==> src/rtl/inst_tlb_responder.sv <==
// inst_tlb_responder
//   Joint TLB array for the instruction-fetch MMU, with the CP0 TLB
//   instruction paths (TLBWI/TLBWR write, TLBP probe, TLBR read).
//   The lookup, probe and read results are registered one cycle after
//   their strobe. The module also owns the Random counter for TLBWR.
//
// Build option: define TLB_RANDOM_EN to include the Random down-counter
//   and the Wired register. Without it, random_o is fixed at TLBNUM-1,
//   so TLBWR always writes the last entry, and wired_we_i/wired_i are
//   ignored.
//
// Ports
//   clk, rst                  clock, async active-low reset
//   inst_*                    IF lookup: strobe, vpn2/odd/asid key in;
//                             hit/index/pfn/c/d/v out
//   w_*                       entry write (w_random_i selects Random)
//   p_req_i, p_*_o            probe keyed by w_vpn2_i/w_asid_i
//   r_req_i, r_index_i, r_*_o entry read
//   wired_we_i, wired_i       Wired register write
//   random_o                  current Random value
module inst_tlb_responder #(
  parameter int TLBNUM = 16,
  parameter int IDX_W  = $clog2(TLBNUM)
) (
  input  logic             clk,
  input  logic             rst,
  input  logic             inst_tlbReq_i,
  input  logic [18:0]      inst_vpn2_i,
  input  logic             inst_oddPage_i,
  input  logic [7:0]       inst_asid_i,
  output logic             inst_hit_o,
  output logic [IDX_W-1:0] inst_index_o,
  output logic [19:0]      inst_pfn_o,
  output logic [2:0]       inst_c_o,
  output logic             inst_d_o,
  output logic             inst_v_o,
  input  logic             w_en_i,
  input  logic             w_random_i,
  input  logic [IDX_W-1:0] w_index_i,
  input  logic [18:0]      w_vpn2_i,
  input  logic [7:0]       w_asid_i,
  input  logic             w_g_i,
  input  logic [19:0]      w_pfn0_i,
  input  logic [19:0]      w_pfn1_i,
  input  logic [2:0]       w_c0_i,
  input  logic [2:0]       w_c1_i,
  input  logic             w_d0_i,
  input  logic             w_d1_i,
  input  logic             w_v0_i,
  input  logic             w_v1_i,
  input  logic             p_req_i,
  output logic             p_done_o,
  output logic             p_hit_o,
  output logic [IDX_W-1:0] p_index_o,
  input  logic             r_req_i,
  input  logic [IDX_W-1:0] r_index_i,
  output logic             r_done_o,
  output logic [18:0]      r_vpn2_o,
  output logic [7:0]       r_asid_o,
  output logic             r_g_o,
  output logic [19:0]      r_pfn0_o,
  output logic [19:0]      r_pfn1_o,
  output logic [2:0]       r_c0_o,
  output logic [2:0]       r_c1_o,
  output logic             r_d0_o,
  output logic             r_d1_o,
  output logic             r_v0_o,
  output logic             r_v1_o,
  input  logic             wired_we_i,
  input  logic [IDX_W-1:0] wired_i,
  output logic [IDX_W-1:0] random_o
);

  localparam logic [IDX_W-1:0] LAST_IDX = IDX_W'(TLBNUM - 1);

  logic [18:0] e_vpn2 [TLBNUM];
  logic [7:0]  e_asid [TLBNUM];
  logic        e_g    [TLBNUM];
  logic [19:0] e_pfn0 [TLBNUM];
  logic [19:0] e_pfn1 [TLBNUM];
  logic [2:0]  e_c0   [TLBNUM];
  logic [2:0]  e_c1   [TLBNUM];
  logic        e_d0   [TLBNUM];
  logic        e_d1   [TLBNUM];
  logic        e_v0   [TLBNUM];
  logic        e_v1   [TLBNUM];

  logic             l_hit, q_hit;
  logic [IDX_W-1:0] l_idx, q_idx;
  logic [IDX_W-1:0] w_idx;

  // Scan from the top down so that, with duplicate entries, the lowest
  // matching index is the one left standing.
  always_comb begin
    l_hit = 1'b0;
    l_idx = '0;
    q_hit = 1'b0;
    q_idx = '0;
    for (int i = TLBNUM - 1; i >= 0; i--) begin
      if (e_vpn2[i] == inst_vpn2_i && (e_g[i] || e_asid[i] == inst_asid_i)) begin
        l_hit = 1'b1;
        l_idx = IDX_W'(i);
      end
      if (e_vpn2[i] == w_vpn2_i && (e_g[i] || e_asid[i] == w_asid_i)) begin
        q_hit = 1'b1;
        q_idx = IDX_W'(i);
      end
    end
  end

  assign w_idx = w_random_i ? random_o : w_index_i;

  // Array update. All lookups read the pre-edge contents, so a write and a
  // lookup to the same entry in one cycle return the old data.
  always_ff @(posedge clk or negedge rst) begin
    if (!rst) begin
      for (int i = 0; i < TLBNUM; i++) begin
        e_vpn2[i] <= '0;
        e_asid[i] <= '0;
        e_g[i]    <= 1'b0;
        e_pfn0[i] <= '0;
        e_pfn1[i] <= '0;
        e_c0[i]   <= '0;
        e_c1[i]   <= '0;
        e_d0[i]   <= 1'b0;
        e_d1[i]   <= 1'b0;
        e_v0[i]   <= 1'b0;
        e_v1[i]   <= 1'b0;
      end
    end else if (w_en_i) begin
      e_vpn2[w_idx] <= w_vpn2_i;
      e_asid[w_idx] <= w_asid_i;
      e_g[w_idx]    <= w_g_i;
      e_pfn0[w_idx] <= w_pfn0_i;
      e_pfn1[w_idx] <= w_pfn1_i;
      e_c0[w_idx]   <= w_c0_i;
      e_c1[w_idx]   <= w_c1_i;
      e_d0[w_idx]   <= w_d0_i;
      e_d1[w_idx]   <= w_d1_i;
      e_v0[w_idx]   <= w_v0_i;
      e_v1[w_idx]   <= w_v1_i;
    end
  end

  // Lookup, probe and read result registers.
  always_ff @(posedge clk or negedge rst) begin
    if (!rst) begin
      inst_hit_o   <= 1'b0;
      inst_index_o <= '0;
      inst_pfn_o   <= '0;
      inst_c_o     <= '0;
      inst_d_o     <= 1'b0;
      inst_v_o     <= 1'b0;
      p_done_o     <= 1'b0;
      p_hit_o      <= 1'b0;
      p_index_o    <= '0;
      r_done_o     <= 1'b0;
      r_vpn2_o     <= '0;
      r_asid_o     <= '0;
      r_g_o        <= 1'b0;
      r_pfn0_o     <= '0;
      r_pfn1_o     <= '0;
      r_c0_o       <= '0;
      r_c1_o       <= '0;
      r_d0_o       <= 1'b0;
      r_d1_o       <= 1'b0;
      r_v0_o       <= 1'b0;
      r_v1_o       <= 1'b0;
    end else begin
      if (inst_tlbReq_i) begin
        inst_hit_o   <= l_hit;
        inst_index_o <= l_idx;
        if (!l_hit) begin
          inst_pfn_o <= '0;
          inst_c_o   <= '0;
          inst_d_o   <= 1'b0;
          inst_v_o   <= 1'b0;
        end else if (inst_oddPage_i) begin
          inst_pfn_o <= e_pfn1[l_idx];
          inst_c_o   <= e_c1[l_idx];
          inst_d_o   <= e_d1[l_idx];
          inst_v_o   <= e_v1[l_idx];
        end else begin
          inst_pfn_o <= e_pfn0[l_idx];
          inst_c_o   <= e_c0[l_idx];
          inst_d_o   <= e_d0[l_idx];
          inst_v_o   <= e_v0[l_idx];
        end
      end
      p_done_o <= p_req_i;
      if (p_req_i) begin
        p_hit_o   <= q_hit;
        p_index_o <= q_idx;
      end
      r_done_o <= r_req_i;
      if (r_req_i) begin
        r_vpn2_o <= e_vpn2[r_index_i];
        r_asid_o <= e_asid[r_index_i];
        r_g_o    <= e_g[r_index_i];
        r_pfn0_o <= e_pfn0[r_index_i];
        r_pfn1_o <= e_pfn1[r_index_i];
        r_c0_o   <= e_c0[r_index_i];
        r_c1_o   <= e_c1[r_index_i];
        r_d0_o   <= e_d0[r_index_i];
        r_d1_o   <= e_d1[r_index_i];
        r_v0_o   <= e_v0[r_index_i];
        r_v1_o   <= e_v1[r_index_i];
      end
    end
  end

`ifdef TLB_RANDOM_EN
  logic [IDX_W-1:0] random_q;
  logic [IDX_W-1:0] wired_q;

  // Random runs from TLBNUM-1 down to Wired, then wraps; "<=" also covers
  // a Wired at or above TLBNUM-1, which pins Random at the top.
  always_ff @(posedge clk or negedge rst) begin
    if (!rst) begin
      random_q <= LAST_IDX;
      wired_q  <= '0;
    end else if (wired_we_i) begin
      wired_q  <= wired_i;
      random_q <= LAST_IDX;
    end else if (random_q <= wired_q) begin
      random_q <= LAST_IDX;
    end else begin
      random_q <= random_q - 1'b1;
    end
  end

  assign random_o = random_q;
`else
  logic unused_wired;
  assign unused_wired = ^{wired_we_i, wired_i};
  assign random_o     = LAST_IDX;
`endif

endmodule

==> config.mk <==
export PLATFORM = sky130hd
export DESIGN_NAME = inst_tlb_responder
export DESIGN_NICKNAME = d
export VERILOG_FILES = /design/src/rtl/inst_tlb_responder.sv
export SDC_FILE = /design/constraint.sdc
export NUM_CORES = 2
export LEC_CHECK = 0
export CAP_MARGIN = 5
export CORE_MARGIN = 2
export CORE_UTILIZATION = 60
export DETAILED_ROUTE_END_ITERATION = 12
export PLACE_DENSITY = 0.79
export SETUP_SLACK_MARGIN = 0.3
export SLEW_MARGIN = 30
export SYNTH_ARGS = -nofsm -noshare
export SYNTH_HDL_FRONTEND = slang
export SYNTH_SLANG_ARGS = --single-unit
==> constraint.sdc <==
create_clock -name clk -period 5.1 [get_ports clk]
set_input_delay 0.51 -clock clk [delete_from_list [all_inputs] [get_ports clk]]
set_output_delay 0.51 -clock clk [all_outputs]
set_load 0.05 [all_outputs]
==> out/qor.txt <==
crit-path cells: xor2_1, nor4_2, a21oi_1, or4_4, a2111oi_2, buf_4, and2_4, a21o_4, buf_12, buf_4, buf_4, a221oi_1, nor4_2, o22ai_1, o32ai_1
Crit path max-delay family: simple AND/OR/NAND/NOR gates
core box area: 0.129 mm²
TritonCTS clock tree: built
Post-synth ARST share: 100%
Synth Instances: 6220
Core Rows: 132
layout cells sized above 1: 37.7%
DR WL/cell: 31.6 µm
antenna violations before repair: 30
Stages on worst setup path: 15
CP max FO: 21
num ports: 245
Slew Viols, Final: 0
clock buffer depth: 3
Avg Cell Area, Syn: 12.5 µm²
Worst Tran Pin Value: 1.01 ns
most common flop cell mapped by yosys: dfrtp_1
unrepaired setup endpoints after global routing: no
Final Cycle Share: 92.7%
minimum clock period after layout: 4.73 ns
P_leak: 39.2 nW
clk_lat worst skew: 0.81 ns
initial core utilization: 60.3%
clock skew: 0.0415 ns
Vias: 58400
GRT Util Overall: 39.8%
Post-synth EDFFs: 0
Worst Setup End Kind: register
max-cap check violation count: 0
Die Wd: 364 µm
pre-CTS WS: -0.368 ns
Slowest cell on crit path: or4_4
worst hold path type: primary input to register
pin count of the biggest net entering global routing: 162
DIE HEIGHT: 364 µm
Yosys cell types: 59
DIE AREA: 0.132 mm²
Final setup viols: 0
WP buf/inv: 4
DRT Pass-1 Iters: 9
initial DRC count: 7754
Slew HR: 31.7%
#FFs+latches synth: 1363
CTS clk-pin slew, worst paths: 0.05 ns
R2R cell count: 15
H-Tree Depth: 4
peak supply drop: 0.358 mV
Post-DRT Antenna Nets: 0
clock root buffer: clkbuf_16
Final #Nets: 6593
Final WS setup: 0.371 ns
DRC: 0
CP arrival: 5.41 ns
max incr delay on CP: 0.58 ns
final WL: 263 mm
GPL Wtd Cong: 1.03
YS warnings: 0
PD cells: 387 mW/mm²
first-pass GRT wire length: 389 mm
status: completed
vias in the first global route: 58500
Final Hold Viols: 0
cell with the most instances on the worst path: buf_4
CTS Buf Count: 149
via count normalized by instance count: 7.01
PortBufs: 235
sequential area share after synthesis: 43.9%
worst path required time: 5.78 ns
CP Class: register to register
clock sinks: 1363
gr ovfl total: 0
P&R area growth vs syn: 15.7%
post-CTS setup buffer count: 0
Fmax: 211 MHz
Hold WS: 0.152 ns
hold path cells: 1
crit path launch type: register
DP HPWL: 174 mm
Syn Std Cell Area: 0.0777 mm²
==> worst register-to-register path, cell delays in order (launching register included) <==
cell,delay [ns]
dfrtp_1,0.43
xor2_1,0.19
nor4_2,0.38
a21oi_1,0.27
or4_4,0.59
a2111oi_2,0.34
buf_4,0.20
and2_4,0.21
a21o_4,0.24
buf_12,0.17
buf_4,0.23
buf_4,0.33
a221oi_1,0.18
nor4_2,0.42
o22ai_1,0.14
o32ai_1,0.30
==> layout by cell type, fill, tap and decap left out, types with 47 or more instances in the layout <==
cell type        instances
a31oi_1                 73
nor4_1                 234
buf_4                  381
mux2_2                1305
mux2i_1                 53
inv_1                  132
clkbuf_16              151
xor2_1                 768
nand2_1                341
clkdlybuf4s50_1        225
a221oi_1               100
mux4_2                 390
buf_12                 101
xnor2_1                 96
dfrtp_1               1363
a32oi_1                 50
nand3_1                101
nor2b_1                105
a211oi_1               148
a2111oi_0               47
==> sequential cells by signal, indices dropped and copies added (netlist names), 8 cells and up <==
register	cells
r_asid_o	8
r_pfn1_o	20
r_vpn2_o	19
inst_pfn_o	20
e_d0	16
e_c1	48
e_d1	16
e_pfn1	320
e_g	16
e_pfn0	320
r_pfn0_o	20
e_asid	128
e_v1	16
e_vpn2	304
e_v0	16
e_c0	48
==> report_power, final <==
group	switching, mW	leakage (nW)	internal (mW)
Combinational	4.13	19.4	4.35
Sequential	2.22	17.3	12.9
Clock	4.65	2.46	6.47
Total	11.0	39.2	23.8
==> final timing paths <==
| check | endpoint | startpoint | slack (ns) |
|---|---|---|---|
| max | inst_pfn_o[17]$_DFFE_PN0P_ | e_asid[84]$_DFFE_PN0P_ | 0.37 |
| min | r_done_o$_DFF_PN0_ | r_req_i | 0.15 |
| max reg2reg | inst_pfn_o[17]$_DFFE_PN0P_ | e_asid[84]$_DFFE_PN0P_ | 0.37 |
| min reg2reg | r_pfn1_o[4]$_DFFE_PN0P_ | r_pfn1_o[4]$_DFFE_PN0P_ | 0.51 |
| max in group asynchronous | e_pfn1[44]$_DFFE_PN0P_ | rst | 3.33 |
| min in group asynchronous | e_asid[115]$_DFFE_PN0P_ | rst | 0.35 |
==> synth_stat cells, types with 53 or more instances <==
master / count / share of area (%)
a211oi_1: 148 / 1.4
a221oi_1: 100 / 1.1
a31oi_1: 74 / 0.60
buf_1: 124 / 0.60
buf_2: 85 / 0.55
clkbuf_1: 384 / 1.9
dfrtp_1: 1363 / 44
inv_1: 132 / 0.64
mux2_2: 1305 / 19
mux2i_1: 53 / 0.68
mux4_2: 390 / 11
nand2_1: 352 / 1.7
nand3_1: 101 / 0.65
nor2b_1: 106 / 0.85
nor4_1: 247 / 2.0
xnor2_1: 96 / 1.1
xor2_1: 768 / 8.7
==> kinds of logic after synthesis <==
| kind of cell | Yosys count | synth area share [%] |
|---|---|---|
| muxes | 1748 | 30.9 |
| buffers and inverters | 757 | 3.97 |
| DFF | 1363 | 43.9 |
| AOI/OAI and AO/OA | 571 | 5.52 |
| and+or+nand+nor | 916 | 6.01 |
| other | 1 | 0.00482 |
| xor gates and xnor gates | 864 | 9.73 |
==> layout make-up <==
type	count	area (µm²)
Multi-Input combinational cell	4103	40900
Clock inverter	57	701
Sequential cell	1363	34100
Tap cell	1742	2180
Timing Repair Buffer	718	7260
Inverter	132	495
Clock buffer	200	4260
Antenna cell	8	20.0
Fill cell	8747	39100
==> per-layer routing <==
layer,part of all wire (%),track usage (%),wire (µm)
met3,14,15.5,37000
met2,43,57.0,113000
met4,4.8,16.9,12500
met5,0.10,0,276
met1,38,54.1,99900
==> metrics by stage <==
| stage | cells | power (mW) | utilization, % | area (µm²) | setup TNS (ns) |
|---|---|---|---|---|---|
| detailed placement | 8057 | 23.5 | 65.8 | 84900 | -4.20 |
| global route | 8319 | 35.9 | 69.7 | 89900 | 0 |
| CTS | 8315 | 34.6 | 69.6 | 89800 | 0 |
| floorplan | 6223 | 20.3 | - | 77800 | 0 |
| global placement | 8057 | 23.1 | 65.8 | 84800 | -1.55 |
| finish | 8323 | 34.8 | 69.7 | 89900 | 0 |
==> what timing repair did <==
item / 4_1_cts / 5_1_grt
resized for setup: 1 / 10
endpoints found under the setup margin: 1 / 21
pin swaps: 0 / 0
hold buffers: 1 / 0
endpoints found under the hold margin: 104 / 0
(Power assumes the default switching activity.)
